**src/rtl/rifl_fc_pkg.sv**
```systemverilog
// rifl_fc_pkg: shared definitions for the RIFL local flow-control generator.
//   FC_ON_KEY / FC_OFF_KEY : 8-bit control keys carried in the FC frame key field
//   META_CTRL              : meta field value marking a control frame
//   fc_state_e             : generator FSM states
//   build_fc_frame()       : builds a zeroed frame that carries only key and meta
package rifl_fc_pkg;

   localparam logic [7:0] FC_ON_KEY  = 8'h01;
   localparam logic [7:0] FC_OFF_KEY = 8'h02;
   localparam logic [1:0] META_CTRL  = 2'b00;

   // Upper bound on FRAME_WIDTH; callers cast the result down to their own width.
   localparam int unsigned MAX_FRAME_WIDTH = 1024;

   typedef enum logic [1:0] {
      IDLE_OFF = 2'd0,
      SEND_ON  = 2'd1,
      HOLD_ON  = 2'd2,
      SEND_OFF = 2'd3
   } fc_state_e;

   // Key sits just above the CRC field; meta is at [frame_width-3 -: 2].
   // Sync header and CRC are left zero because the framer overwrites them.
   function automatic logic [MAX_FRAME_WIDTH-1:0] build_fc_frame(
      input logic [7:0]  key,
      input int unsigned crc_width,
      input int unsigned frame_width
   );
      logic [MAX_FRAME_WIDTH-1:0] frame;
      frame = '0;
      frame = frame | (MAX_FRAME_WIDTH'(key) << crc_width);
      frame = frame | (MAX_FRAME_WIDTH'(META_CTRL) << (frame_width - 4));
      return frame;
   endfunction

endpackage

```
**src/rtl/fc_retx_timer.sv**
```systemverilog
// fc_retx_timer: refresh timer for the local FC generator (used only with FC_RETX_EN).
//   tx_frame_clk : clock
//   rst_n        : asynchronous active-low reset
//   clear_i      : synchronous clear, wins over enable
//   enable_i     : count this cycle
//   expire_o     : single-cycle pulse when an enabled count reaches INTERVAL-1
module fc_retx_timer #(
   parameter int unsigned INTERVAL = 4096
) (
   input  logic tx_frame_clk,
   input  logic rst_n,
   input  logic clear_i,
   input  logic enable_i,
   output logic expire_o
);

   localparam int unsigned CW = (INTERVAL > 2) ? $clog2(INTERVAL) : 1;
   localparam logic [CW-1:0] LAST = CW'(INTERVAL - 1);

   logic [CW-1:0] count_q, count_d;

   assign expire_o = enable_i & (count_q == LAST);

   always_comb begin
      count_d = count_q;
      if (clear_i) begin
         count_d = '0;
      end else if (enable_i) begin
         count_d = expire_o ? '0 : count_q + 1'b1;
      end
   end

   always_ff @(posedge tx_frame_clk or negedge rst_n) begin
      if (!rst_n) begin
         count_q <= '0;
      end else begin
         count_q <= count_d;
      end
   end

endmodule

```
**src/rtl/local_fc_generator.sv**
```systemverilog
// local_fc_generator: emits RIFL FC_ON / FC_OFF control frames from the local RX FIFO level,
// with hysteresis between OFF_THRESH and ON_THRESH.
//   tx_frame_clk   : clock
//   rst_n          : asynchronous active-low reset
//   link_up        : channel up; low forces the generator idle
//   rx_fifo_level  : RX FIFO occupancy
//   fc_frame       : FC frame payload (valid with fc_valid)
//   fc_valid       : frame offered to the TX framer
//   fc_ready       : framer accepts the frame
//   local_fc_state : 1 when the last accepted frame was FC_ON
// Optional macro FC_RETX_EN: periodically re-send the current key every RETX_INTERVAL cycles.
module local_fc_generator
   import rifl_fc_pkg::*;
#(
   parameter int unsigned FRAME_WIDTH   = 256,
   parameter int unsigned CRC_WIDTH     = 12,
   parameter int unsigned CNT_WIDTH     = 10,
   parameter int unsigned ON_THRESH     = 768,
   parameter int unsigned OFF_THRESH    = 256,
   parameter int unsigned RETX_INTERVAL = 4096
) (
   input  logic                   tx_frame_clk,
   input  logic                   rst_n,
   input  logic                   link_up,
   input  logic [CNT_WIDTH-1:0]   rx_fifo_level,
   output logic [FRAME_WIDTH-1:0] fc_frame,
   output logic                   fc_valid,
   input  logic                   fc_ready,
   output logic                   local_fc_state
);

   if (OFF_THRESH >= ON_THRESH) begin : g_bad_thresh
      $error("local_fc_generator: OFF_THRESH must be below ON_THRESH");
   end
   if (RETX_INTERVAL < 2) begin : g_bad_retx
      $error("local_fc_generator: RETX_INTERVAL must be at least 2");
   end
   if ((FRAME_WIDTH > MAX_FRAME_WIDTH) || (CRC_WIDTH + 8 > FRAME_WIDTH - 4)) begin : g_bad_width
      $error("local_fc_generator: frame fields do not fit FRAME_WIDTH");
   end

   localparam logic [FRAME_WIDTH-1:0] ON_FRAME =
      FRAME_WIDTH'(build_fc_frame(FC_ON_KEY, CRC_WIDTH, FRAME_WIDTH));
   localparam logic [FRAME_WIDTH-1:0] OFF_FRAME =
      FRAME_WIDTH'(build_fc_frame(FC_OFF_KEY, CRC_WIDTH, FRAME_WIDTH));

   logic [CNT_WIDTH-1:0]   lvl_q, lvl_d;
   fc_state_e              state_q, state_d;
   logic                   fc_valid_q, fc_valid_d;
   logic [FRAME_WIDTH-1:0] fc_frame_q, fc_frame_d;
   logic                   fc_on_q, fc_on_d;

   logic handshake;
   logic lvl_high;
   logic lvl_low;
   logic retx_expire;

   assign handshake = fc_valid_q & fc_ready;
   assign lvl_high  = 32'(lvl_q) >= ON_THRESH;
   assign lvl_low   = 32'(lvl_q) <= OFF_THRESH;

`ifdef FC_RETX_EN
   logic timer_clr;
   logic timer_en;

   // Counts only in the two hold states; any state change (incl. link drop) restarts it.
   assign timer_en  = link_up & ((state_q == IDLE_OFF) | (state_q == HOLD_ON));
   assign timer_clr = ~link_up | handshake | (state_d != state_q);

   fc_retx_timer #(
      .INTERVAL (RETX_INTERVAL)
   ) u_retx_timer (
      .tx_frame_clk (tx_frame_clk),
      .rst_n        (rst_n),
      .clear_i      (timer_clr),
      .enable_i     (timer_en),
      .expire_o     (retx_expire)
   );
`else
   assign retx_expire = 1'b0;
`endif

   assign lvl_d = rx_fifo_level;

   // State register
   always_ff @(posedge tx_frame_clk or negedge rst_n) begin
      if (!rst_n) begin
         state_q <= IDLE_OFF;
      end else begin
         state_q <= state_d;
      end
   end

   // Next-state logic; threshold crossings outrank a refresh at timer expiry.
   always_comb begin
      state_d = state_q;
      if (!link_up) begin
         state_d = IDLE_OFF;
      end else begin
         unique case (state_q)
            IDLE_OFF: begin
               if (lvl_high) begin
                  state_d = SEND_ON;
               end else if (retx_expire) begin
                  state_d = SEND_OFF;
               end
            end
            SEND_ON: begin
               if (handshake) begin
                  state_d = HOLD_ON;
               end
            end
            HOLD_ON: begin
               if (lvl_low) begin
                  state_d = SEND_OFF;
               end else if (retx_expire) begin
                  state_d = SEND_ON;
               end
            end
            SEND_OFF: begin
               if (handshake) begin
                  state_d = IDLE_OFF;
               end
            end
            default: state_d = IDLE_OFF;
         endcase
      end
   end

   // Output logic: frame/valid follow the next state so they register with it and
   // stay constant for as long as the FSM waits in a SEND state.
   always_comb begin
      fc_valid_d = 1'b0;
      fc_frame_d = '0;
      unique case (state_d)
         SEND_ON: begin
            fc_valid_d = 1'b1;
            fc_frame_d = ON_FRAME;
         end
         SEND_OFF: begin
            fc_valid_d = 1'b1;
            fc_frame_d = OFF_FRAME;
         end
         default: begin
            fc_valid_d = 1'b0;
            fc_frame_d = '0;
         end
      endcase

      fc_on_d = fc_on_q;
      if (!link_up) begin
         fc_on_d = 1'b0;
      end else if (handshake) begin
         if (state_q == SEND_ON) begin
            fc_on_d = 1'b1;
         end else if (state_q == SEND_OFF) begin
            fc_on_d = 1'b0;
         end
      end
   end

   always_ff @(posedge tx_frame_clk or negedge rst_n) begin
      if (!rst_n) begin
         lvl_q      <= '0;
         fc_valid_q <= 1'b0;
         fc_frame_q <= '0;
         fc_on_q    <= 1'b0;
      end else begin
         lvl_q      <= lvl_d;
         fc_valid_q <= fc_valid_d;
         fc_frame_q <= fc_frame_d;
         fc_on_q    <= fc_on_d;
      end
   end

   assign fc_valid       = fc_valid_q;
   assign fc_frame       = fc_frame_q;
   assign local_fc_state = fc_on_q;

endmodule

```
**config.mk**
```make
export PLATFORM = sky130hd
export DESIGN_NAME = local_fc_generator
export DESIGN_NICKNAME = d
export VERILOG_FILES = /design/src/rtl/rifl_fc_pkg.sv /design/src/rtl/fc_retx_timer.sv /design/src/rtl/local_fc_generator.sv
export SDC_FILE = /design/constraint.sdc
export NUM_CORES = 1
export LEC_CHECK = 0
export ABC_AREA = 1
export BUFFER_PORTS_ARGS = -buffer_cell sky130_fd_sc_hd__buf_2
export CORE_AREA = 2 2 105 107
export CTS_BUF_LIST = sky130_fd_sc_hd__clkbuf_4 sky130_fd_sc_hd__clkbuf_8 sky130_fd_sc_hd__clkbuf_16
export CTS_CLUSTER_DIAMETER = 120
export DETAILED_ROUTE_END_ITERATION = 8
export DIE_AREA = 0 0 107 109
export GPL_TIMING_DRIVEN = 0
export MAX_ROUTING_LAYER = met4
export PLACE_DENSITY = 0.62
export RECOVER_POWER = 50
export SLEW_MARGIN = 5
export SYNTH_ARGS = -nofsm -noshare
export SYNTH_HDL_FRONTEND = slang
export SYNTH_SLANG_ARGS = --single-unit
```
**constraint.sdc**
```tcl
create_clock -name tx_frame_clk -period 2.8 [get_ports tx_frame_clk]
set_clock_uncertainty 0.15 [all_clocks]
set_input_delay 0.56 -clock tx_frame_clk [delete_from_list [all_inputs] [get_ports tx_frame_clk]]
set_output_delay 0.56 -clock tx_frame_clk [all_outputs]
set_load 0.02 [all_outputs]
```
==> After elaboration in Yosys (flattened, before gate mapping) <==
Cells that the tools add are included.
{ "classes": {"reduce_logical": 3, "n_lt_le_gt_ge": 2, "bitwise": 1, "muxes": 12, "eq_ne": 7} }
{ "ops": {"columns": ["operator", "count"], "rows": [
  ["one-hot mux 14 bit (2 select lines)", 1],
  [">= comparator 10 bit (second input constant)", 1],
  ["<= comparator 10 x 9 -> 1 bit (second input constant)", 1],
  ["two-way mux 2 bit", 5],
  ["one-hot mux 2 bit (4 select lines)", 1],
  ["== test 2 bit (second input constant)", 3],
  ["two-way mux 1 bit", 5],
  ["== test 2 x 1 -> 1 bit (second input constant)", 2],
  ["inequality test 3 x 1 -> 1 bit (second input constant)", 1],
  ["logical NOT 2 bit", 1],
  ["inequality test 2 x 1 -> 1 bit (second input constant)", 1],
  ["AND reduction 2 bit", 1],
  ["OR reduction 2 bit", 1],
  ["bitwise AND 1 bit", 1]
]} }
{ "totals": {"regBits": 270, "in_bits": 14} }

==> Longest topological paths before layout <==
Gate-level depths: netlist (run 1).
{ "depth": {"depth_word": 7, "depth_mapped": 7} }

==> Worst setup path after synthesis (run 1) <==
Ideal clock, no wire load.
{ "synth_timing": {"path_type": "input port to flip-flop", "startpoint": "in fc_ready", "endpoint": "reg fc_frame_q[13], in the netlist fc_frame[13]", "setup_time_ns": 0.070, "cell_stages": 5, "arrival_ns": 1.018, "path_buffers": 0, "required_ns": 2.580, "slack_ns": 1.562, "path_cell_list": "nand3_1 -> nand2_1 -> a21oi_2 -> inv_2 -> nor2_2"} }
{ "synth_via": {"elab_chain_len": 6} }
{ "synth_lines": {"columns": ["element", "line_no", "rtl"], "rows": [
  ["start, declared", "local_fc_generator.sv:28", "input logic fc_ready,"],
  ["bitwise AND 1 bit *", "local_fc_generator.sv:58", "assign handshake = fc_valid_q & fc_ready;"],
  ["two-way mux 2 bit, on equally long branches", "local_fc_generator.sv:121, local_fc_generator.sv:109", null],
  ["one-hot mux 2 bit (4 select lines) *", "local_fc_generator.sv:100", "unique case (state_q)"],
  ["two-way mux 2 bit *", "local_fc_generator.sv:97", "if (!link_up) begin"],
  ["via state_d[1]", "local_fc_generator.sv:48", "fc_state_e state_q, state_d;"],
  ["== test 2 bit / == test 2 x 1 -> 1 bit (equally long branches)", "local_fc_generator.sv:135", "unique case (state_d)"],
  ["one-hot mux 14 bit (2 select lines) *", "local_fc_generator.sv:135", null],
  ["via fc_frame_d[13]", "local_fc_generator.sv:50", "logic [FRAME_WIDTH-1:0] fc_frame_q, fc_frame_d;"],
  ["end signal, assigned", "local_fc_generator.sv:171", "fc_frame_q <= fc_frame_d;"],
  ["end, declared", "local_fc_generator.sv:50", null]
]} }
Mark *: on every way through the listed nets, which the timed path passes. The rest lies on a longest branch.
A chain may end at the register's enable or synchronous reset.

==> Final worst setup path (run 1) <==
{ "layout_timing": {"startpoint": "reg fc_valid_q, in the netlist fc_valid", "endpoint": "out fc_valid"} }
{ "layout_lines": {"columns": ["element", "line_no", "rtl"], "rows": [
  ["start, declared", "local_fc_generator.sv:49", "logic fc_valid_q, fc_valid_d;"],
  ["start signal, assigned", "local_fc_generator.sv:170", "fc_valid_q <= fc_valid_d;"],
  ["end, declared", "local_fc_generator.sv:27", "output logic fc_valid,"]
]} }
No word-level cell between the ends.

==> results.tsv, run 1 <==
metric	value	unit
status	finished clean	
antennaDiodeCount	0	
drive_gt1_share	47.7	%
layout.nets	595	
drtIter0Drc	18	
hold_buffers	0	
hold_path.class	in -> async	
start_util	23.2	%
cpPeakStageDelay	0.39	ns
io_pins	272	
rsz0062_at_grt	false	
ys_seq_area_share	16.3	%
wl_met1	830	um
die_w	107	um
dr.pass1.iters	4	
cts_buffer_depth	2	
die_height	109	um
routed.top_layer	met4	
dp_hpwl	3.82	mm
critical-path-top-delay-family	flip-flops	
numPortBuffers	17	
postSynthAreaPerCell	8.05	um2
hold_viol	0	
ys_ff_latch	16	
wl_met3	726	um
period_share	54.1	%
cp.arrival	0.80	ns
critical_path.max_fanout	3	
rows	38	
startpoint_type	flip-flop	
clock_sinks	16	
max_freq	0.660	GHz
grtUsageTotal	4.85	%
antenna_found_initial	0	
end_kind	output port	
fin_crit	1.51	ns
p_leak	2.59	nW
numCtsBuffers	3	
finalSetupViolCount	0	
post-route-util	35.0	%
grt_pass1_vias	1037	
coreArea	10600	um2
drt-total-wl	3.75	mm
path_clk_slew	0.06	ns
htree_num_levels	1	
yosys.area.top_type	buf_4	
syn_inst	306	
synth_area	2460	um2
post_drt_wl_per_cell	5.22	um
root_buffer	clkbuf_8	
vias	1650	
grt_pass1_wl	4.63	mm
slew_headroom	47.5	%
fillers	1148	
ctsResizeCount	0	
synthFlopType	dfrtp_1	
path_cells	buf_2	
max_slew.worst_pin.slew	0.788	ns
synth_cell_type_count	14	
peakVddDrop	0.263	mV
wl_met2	2.19	mm
via_per_inst	2.29	
powerDensity	277	nW/um2
gp_congestion	0.651	
synth_area_leaders	buf_4 (77%), dfrtp_1 (16%), inv_1 (1.5%), nand2_1 (1.2%), nor2_1 (0.76%)	
clock_latency	0.24	ns
slew_violations	0	
die-area	11700	um2
ant_nets	0	
cp_slowest_cell	dfrtp_1	
yosys-top-cells-count	buf_4 (254), dfrtp_1 (16), inv_1 (10), nand2_1 (8), nor2_1 (5)	
crit_required	2.09	ns
area_growth	50.8	%
cts_tree	done	
yosys_warnings	0	
synth-edff-count	0	
grt_overflow	0	
crit_buf_inv	1	
setup_tns	0	ns
grt_max_degree	17	
postSynth.asyncResetShare	100	%
post_cts_buffers	0	
worst-setup-path-type	reg -> out	
drc	0	
synth_most_common_cell	buf_4	
synthDominantCellAreaShare	77.4	%
cap_viol_max_count	0	
placed cells by master (no fill, tap or decap):
cell and n:
inv_1 10, nand2_1 8, buf_4 254, nor2_1 5, clkbuf_8 3, nor2_2 1, nand3_1 3, clkbuf_1 1
or2_1 1, dfrtp_1 16, nand4_1 1, clkinv_1 1, buf_2 16, inv_2 1, conb_1 254, a21oi_2 1
a21oi_1 3
sequential cells by signal (all words and copies together) (netlist names):
name,flops
fc_frame,2
local_fc_state,1
fc_valid,1
state_q,2
lvl_q,10
kinds of logic (layout without fill, tap and decap cells):
kind of cell           Yosys count  count (layout)  synth area share, %
AOI/OAI and AO/OA                4               4                0.965
buffers and inverters          266             286                 79.3
DFF                             16              16                 16.3
other                            1             254                0.152
and+or+nand+nor                 19              19                 3.35
metal layers:
| layer | GRT usage [%] | vias up |
|---|---|---|
| met2 | 10.6 | 131 |
| met5 | - | - |
| met4 | 1.39 | 0 |
| met1 | 3.41 | 565 |
| li1 | - | 952 |
| met3 | 1.85 | 2 |
worst paths after layout:
kind	startpoint	end	slack, ns	cells past startpoint
worst min-delay path	rst_n	lvl_q[8]	0.23	1
worst min register to register	local_fc_state	local_fc_state	0.38	2
worst max-delay path	fc_valid	fc_valid	1.29	1
worst max register to register	state_q[0]	fc_frame[13]	1.62	5
min in group tx_frame_clk	rx_fifo_level[9]	lvl_q[9]	0.27	1
max in group asynchronous	rst_n	lvl_q[0]	1.78	1
metrics by stage:
step / cells / instance area [um2] / power [mW] / hold WS, ns / setup slack (ns)
finish: 719 / 3710 / 1.03 / 0.228 / 1.29
global route: 719 / 3710 / 1.09 / 0.263 / 1.26
CTS: 719 / 3710 / 1.01 / 0.0720 / 1.28
detailed placement: 716 / 3670 / 0.852 / 0.332 / 1.36
global placement: 716 / 3670 / 0.850 / 0.333 / 1.39
floorplan: 559 / 3410 / 0.832 / 0.114 / 1.56
power breakdown:
part           leakage, nW  switching (mW)  total [mW]  internal [mW]
registers            0.198         0.00531       0.248          0.243
logic                 2.38           0.371       0.620          0.249
clock network       0.0216          0.0658       0.161         0.0949
total                 2.59           0.442        1.03          0.587
final cells by class:
cell class | instances | area, um2 | share of cell area [%]
Tap cell | 140 | 175 | 4.72
Clock buffer | 3 | 41.3 | 1.11
Multi-Input combinational cell | 277 | 1060 | 28.5
Inverter | 12 | 45.0 | 1.21
Sequential cell | 16 | 400 | 10.8
Timing Repair Buffer | 17 | 83.8 | 2.26
Buffer | 254 | 1910 | 51.4
No activity file was read; power rests on OpenSTA's default activity.
==> run 2, diff against run 1 <==
Settings changed: CORE_AREA 2 2 105 107 to 2 2 107 109, DIE_AREA 0 0 107 109 to 0 0 109 111, PLACE_DENSITY 0.62 to 0.6.
Clock period 2.8 ns to 1.5 ns, I/O delays scaled along.
==> run 2 against run 1 <==
Compared with the run above:
- clock power increased to 3.5 times the previous value
- critical endpoint unchanged
- register-to-register slack worse by 1.3 ns
- final area is 1.7% higher
- largest power group unchanged
- worst hold slack got worse by 0.22 ns
- cell count increased by 0.70%
- highest routed layer unchanged
==> results.tsv, run 2 (synthesized netlist as in run 1, its figures left out) <==
metric	value	unit	change
status	finished clean		unchanged
place_inst	719		was 716
peakVddDrop	0.792	mV	was 0.263 mV
finalNonFillerCells	724		was 719
grt_pass1_vias	1055		was 1037
rows	39		was 38
die_height	111	um	was 109 um
drive_gt1_share	47.8	%	was 47.7%
cts_buffer_depth	2		unchanged
vias	1649		was 1650
largest_reg_flops	10		unchanged
hold_path.class	in -> reg		was in -> async
startpoint_type	flip-flop		unchanged
clock_latency	0.24	ns	about the same
ant_nets	0		unchanged
setup_tns	0	ns	unchanged
area_growth	53.3	%	was 50.8%
htree_num_levels	1		unchanged
gp_congestion	0.690		was 0.651
path_clk_slew	0.05	ns	was 0.06 ns
slew_violations	0		unchanged
hold_viol	0		unchanged
drt-total-wl	3.91	mm	was 3.75 mm
antenna_found_initial	0		unchanged
cap_viol_max_count	0		unchanged
cts_tree	done		unchanged
ctsResizeCount	0		unchanged
finalSetupViolCount	0		unchanged
p_leak	2.62	nW	was 2.59 nW
critical_path.max_fanout	3		unchanged
final_cell_mix	buf_4 (254), conb_1 (254), dfrtp_1 (16), buf_2 (16), inv_1 (10)		unchanged
dr.pass1.iters	2		was 4
post_drt_wl_per_cell	5.40	um	was 5.22 um
numPortBuffers	17		unchanged
io_pins	272		unchanged
coreArea	11100	um2	was 10600 um2
path_cells	buf_2		unchanged
die-area	12100	um2	was 11700 um2
post_cts_buffers	0		unchanged
numCtsBuffers	3		unchanged
crit_buf_inv	1		unchanged
grt_pass1_wl	4.93	mm	was 4.63 mm
clock_sinks	16		unchanged
grtUsageTotal	5.11	%	was 4.85%
grt_max_degree	17		unchanged
via_per_inst	2.28		was 2.29
powerDensity	578	nW/um2	was 277 nW/um2
drtIter0Drc	15		was 18
start_util	22.2	%	was 23.2%
rsz0062_at_grt	false		unchanged
cp.arrival	0.81	ns	was 0.80 ns
cpPeakStageDelay	0.39	ns	about the same
grt_overflow	0		unchanged
layout.nets	596		was 595
worst-setup-path-type	reg -> out		unchanged
largest-register	lvl_q		unchanged
end_kind	output port		unchanged
dp_hpwl	3.77	mm	was 3.82 mm
root_buffer	clkbuf_16		was clkbuf_8
cp_slowest_cell	dfrtp_1		unchanged
fin_crit	1.26	ns	
period_share	83.8	%	
max_freq	0.795	GHz	
critical-path-top-delay-family	flip-flops		unchanged
drc	0		unchanged
antennaDiodeCount	0		unchanged
crit_required	1.05	ns	was 2.09 ns
die_w	109	um	was 107 um
-- run 2: cell types whose count changed in the layout (fill, tap and decap cells not counted), sizes merged --
cell,change
dlygate4sd3,+1
clkbuf,+1
-- run 2: per-layer routing --
metal	GRT usage (%)	vias up	share of wire [%]
li1	-	957	-
met1	3.46	563	23
met2	11.1	125	56
met3	1.35	4	19
met4	2.05	0	1.8
met5	-	-	0
-- run 2: path summary, 6_finish.rpt --
check,from,endpoint,slack (ns),cells past startpoint
max,fc_valid,fc_valid,0.24,1
min,rx_fifo_level[9],lvl_q[9],0.01,1
max reg2reg,fc_valid,fc_frame[13],0.33,5
min reg2reg,local_fc_state,local_fc_state,0.38,2
max in group asynchronous,rst_n,lvl_q[0],0.59,2
min in group asynchronous,rst_n,lvl_q[3],0.35,2
-- run 2: worst register-to-register path, cell delays in order, from the launching register on --
cell	delay, ns
dfrtp_1	0.39
nand3_1	0.13
nand2_1	0.08
a21oi_2	0.21
inv_2	0.05
nor2_2	0.09
-- run 2: power breakdown --
| group | internal (mW) | switching [mW] | total [mW] |
|---|---|---|---|
| Sequential | 0.454 | 0.00930 | 0.463 |
| Combinational | 0.466 | 0.693 | 1.16 |
| Clock | 0.404 | 0.154 | 0.557 |
| Total | 1.32 | 0.856 | 2.18 |
-- run 2: repair_timing --
item,4_1_cts,5_1_grt
setup endpoints to repair,0,0
hold buffers,1,0
hold endpoints to repair,16,0
-- run 2: metrics by stage --
step | area, um2 | setup WS, ns | total power, mW | hold WS [ns] | util [%]
5_1_grt | 3770 | 0.210 | 2.29 | 0.00484 | 34.1
3_5_place_dp | 3680 | 0.316 | 1.59 | 0.0745 | 33.2
6_report | 3770 | 0.242 | 2.18 | 0.0116 | 34.1
4_1_cts | 3770 | 0.239 | 2.15 | 0.00750 | 34.1
2_1_floorplan | 3410 | 0.332 | 1.55 | -0.146 | -
3_3_place_gp | 3680 | 0.328 | 1.59 | 0.0721 | 33.2
-- run 2: layout make-up --
| type | count | area, um2 |
|---|---|---|
| Clock buffer | 4 | 88.8 |
| Fill cell | 1230 | 7300 |
| Sequential cell | 16 | 400 |
| Tap cell | 143 | 179 |
| Inverter | 12 | 45.0 |
| Multi-Input combinational cell | 277 | 1060 |
| Buffer | 254 | 1910 |
| Timing Repair Buffer | 18 | 95.1 |
==> run 3, diff against run 2 <==
Clock period 1.5 ns to 1.2 ns, I/O delays scaled along.
==> run 3 against run 2 <==
Compared with the run above:
- the flow now finishes with violations (setup timing)
- die area is the same
- critical path depth is the same
- register-to-register slack got worse by 0.30 ns
- largest power group unchanged
- count of clock-buffer cells in the layout is the same
- setup slack worse by 0.25 ns
- power increased by 27%
- critical endpoint unchanged
- worst hold slack better by 0.11 ns
- sequential share of layout area fell by 0.35 points
- routed wire length is 6.5% higher
==> results.tsv, run 3 (synthesized netlist as in run 1, its figures left out) <==
metric	value	unit	change
die_height	111	um	unchanged
dp_hpwl	3.77	mm	unchanged
p_switching	1.08	mW	was 856 uW
gp_congestion	0.690		unchanged
start_util	22.2	%	unchanged
placed_cell_area	3680	um2	unchanged
numCtsBuffers	3		unchanged
cap_viol_max_count	0		unchanged
wl_met1	931	um	was 883 um
root_buffer	clkbuf_16		unchanged
grtUsageTotal	5.41	%	was 5.11%
rows	39		unchanged
grt_max_degree	17		unchanged
area_growth	59.0	%	was 53.3%
hold_viol	0		unchanged
status	complete, but fails checks		was finished clean
power.switching_fraction	39.0	%	was 39.3%
seqPwrFrac	21.1	%	was 21.3%
routed.top_layer	met4		unchanged
critical_path.max_fanout	3		unchanged
hold_path.class	in -> reg		unchanged
path_clk_slew	0.05	ns	about the same
numPortBuffers	17		unchanged
finalSetupViolCount	1		was 0
htree_num_levels	1		unchanged
drc	0		unchanged
p_int	1.68	mW	was 1.32 mW
power_frac_comb	53.9	%	was 53.2%
p_leak	2.68	nW	was 2.62 nW
cp_slowest_cell	dfrtp_2		was dfrtp_1
fin_crit	1.21	ns	
ant_nets	0		unchanged
largest_reg_flops	10		unchanged
crit_buf_inv	1		unchanged
powerDensity	705	nW/um2	was 578 nW/um2
io_pins	272		unchanged
final_cell_area	3920	um2	was 3770 um2
wl_met3	741	um	was 753 um
max_freq	0.830	GHz	
largest-register	lvl_q		unchanged
cts_tree	done		unchanged
startpoint_type	flip-flop		unchanged
clock_sinks	16		unchanged
final_common_cell	buf_4		
antenna_found_initial	0		unchanged
die_w	109	um	unchanged
cts_buffer_depth	2		unchanged
die-area	12100	um2	unchanged
cpPeakStageDelay	0.43	ns	was 0.39 ns
end_kind	output port		unchanged
antennaDiodeCount	0		unchanged
post-route-util	35.4	%	was 34.1%
setup_slack	-0.00508	ns	was 0.242 ns
p_clk_share	25.0	%	was 25.6%
drive_gt1_share	48.1	%	was 47.8%
grt_pass1_wl	5.22	mm	was 4.93 mm
total_power	2.76	mW	was 2.18 mW
drt-total-wl	4.16	mm	was 3.91 mm
grt_overflow	0		unchanged
post_drt_wl_per_cell	5.65	um	was 5.40 um
wl_met2	2.42	mm	was 2.20 mm
rsz0062_at_grt	true		was false
via_per_inst	2.32		was 2.28
crit_required	0.81	ns	was 1.05 ns
cp.arrival	0.82	ns	was 0.81 ns
critical-path-top-delay-family	flip-flops		unchanged
final_cell_mix	buf_4 (257), conb_1 (254), dfrtp_1 (15), buf_2 (15), dlygate4sd3_1 (11)		was buf_4 (254), conb_1 (254), dfrtp_1 (16), buf_2 (16), inv_1 (10)
layout.nets	609		was 596
coreArea	11100	um2	unchanged
path_cells	buf_6		was buf_2
drtIter0Drc	29		was 15
worst-setup-path-type	reg -> out		unchanged
pre_cts_slack	0.0165	ns	was 0.316 ns
violations	setup timing		
peakVddDrop	1.01	mV	was 0.792 mV
slew_violations	0		unchanged
grt_pass1_vias	1111		was 1055
dr.pass1.iters	3		was 2
setup_tns	-0.00508	ns	was 0 ns
clock_latency	0.24	ns	about the same
vias	1707		was 1649
fillers	1205		was 1230
period_share	100	%	
## run 3: power by group through the flow
| stage | Combinational [mW] | Sequential [mW] | Clock (mW) |
|---|---|---|---|
| finish | 1.49 | 0.582 | 0.691 |
| global route | 1.59 | 0.585 | 0.736 |
| CTS | 1.43 | 0.580 | 0.709 |
| detailed placement | 1.40 | 0.587 | 0 |
| global placement | 1.40 | 0.586 | 0 |
| floorplan | 1.35 | 0.594 | 0 |
## run 3: metal layers
layer  track usage, %  up-vias
met5                -        -
met4             2.05        0
met3             1.41        4
met2             12.2      125
met1             3.38      595
li1                 -      983
## run 3: path summary, 6_finish.rpt
check                               startpoint        endpoint  slack, ns  depth (start not counted)
max in group asynchronous                rst_n        fc_valid       0.30                          2
worst max-delay path                  fc_valid        fc_valid     -0.005                          1
min in group asynchronous                rst_n        lvl_q[3]       0.31                          2
worst max register to register      state_q[1]      state_q[1]       0.03                          4
worst min-delay path                   link_up  local_fc_state       0.13                          3
worst min register to register  local_fc_state  local_fc_state       0.38                          2
## run 3: repair_timing
item,CTS,global route
hold buffers,11,0
resized for setup,2,5
pin swaps,0,2
hold endpoints to repair,26,0
setup endpoints to repair,1,5
buffers inserted,0,3
## run 3: stage by stage
step	std cells	hold WS [ns]
6_report	737	0.126
5_1_grt	737	0.136
3_3_place_gp	719	0.0121
4_1_cts	734	0.123
3_5_place_dp	719	0.0145
2_1_floorplan	559	-0.206
## run 3: area by class of cell
type	instances	area [um2]	area share, %
Clock buffer	4	88.8	2.27
Tap cell	143	179	4.57
Timing Repair Buffer	31	224	5.72
Sequential cell	16	402	10.3
Inverter	12	45.0	1.15
Buffer	254	1910	48.7
Multi-Input combinational cell	277	1070	27.3
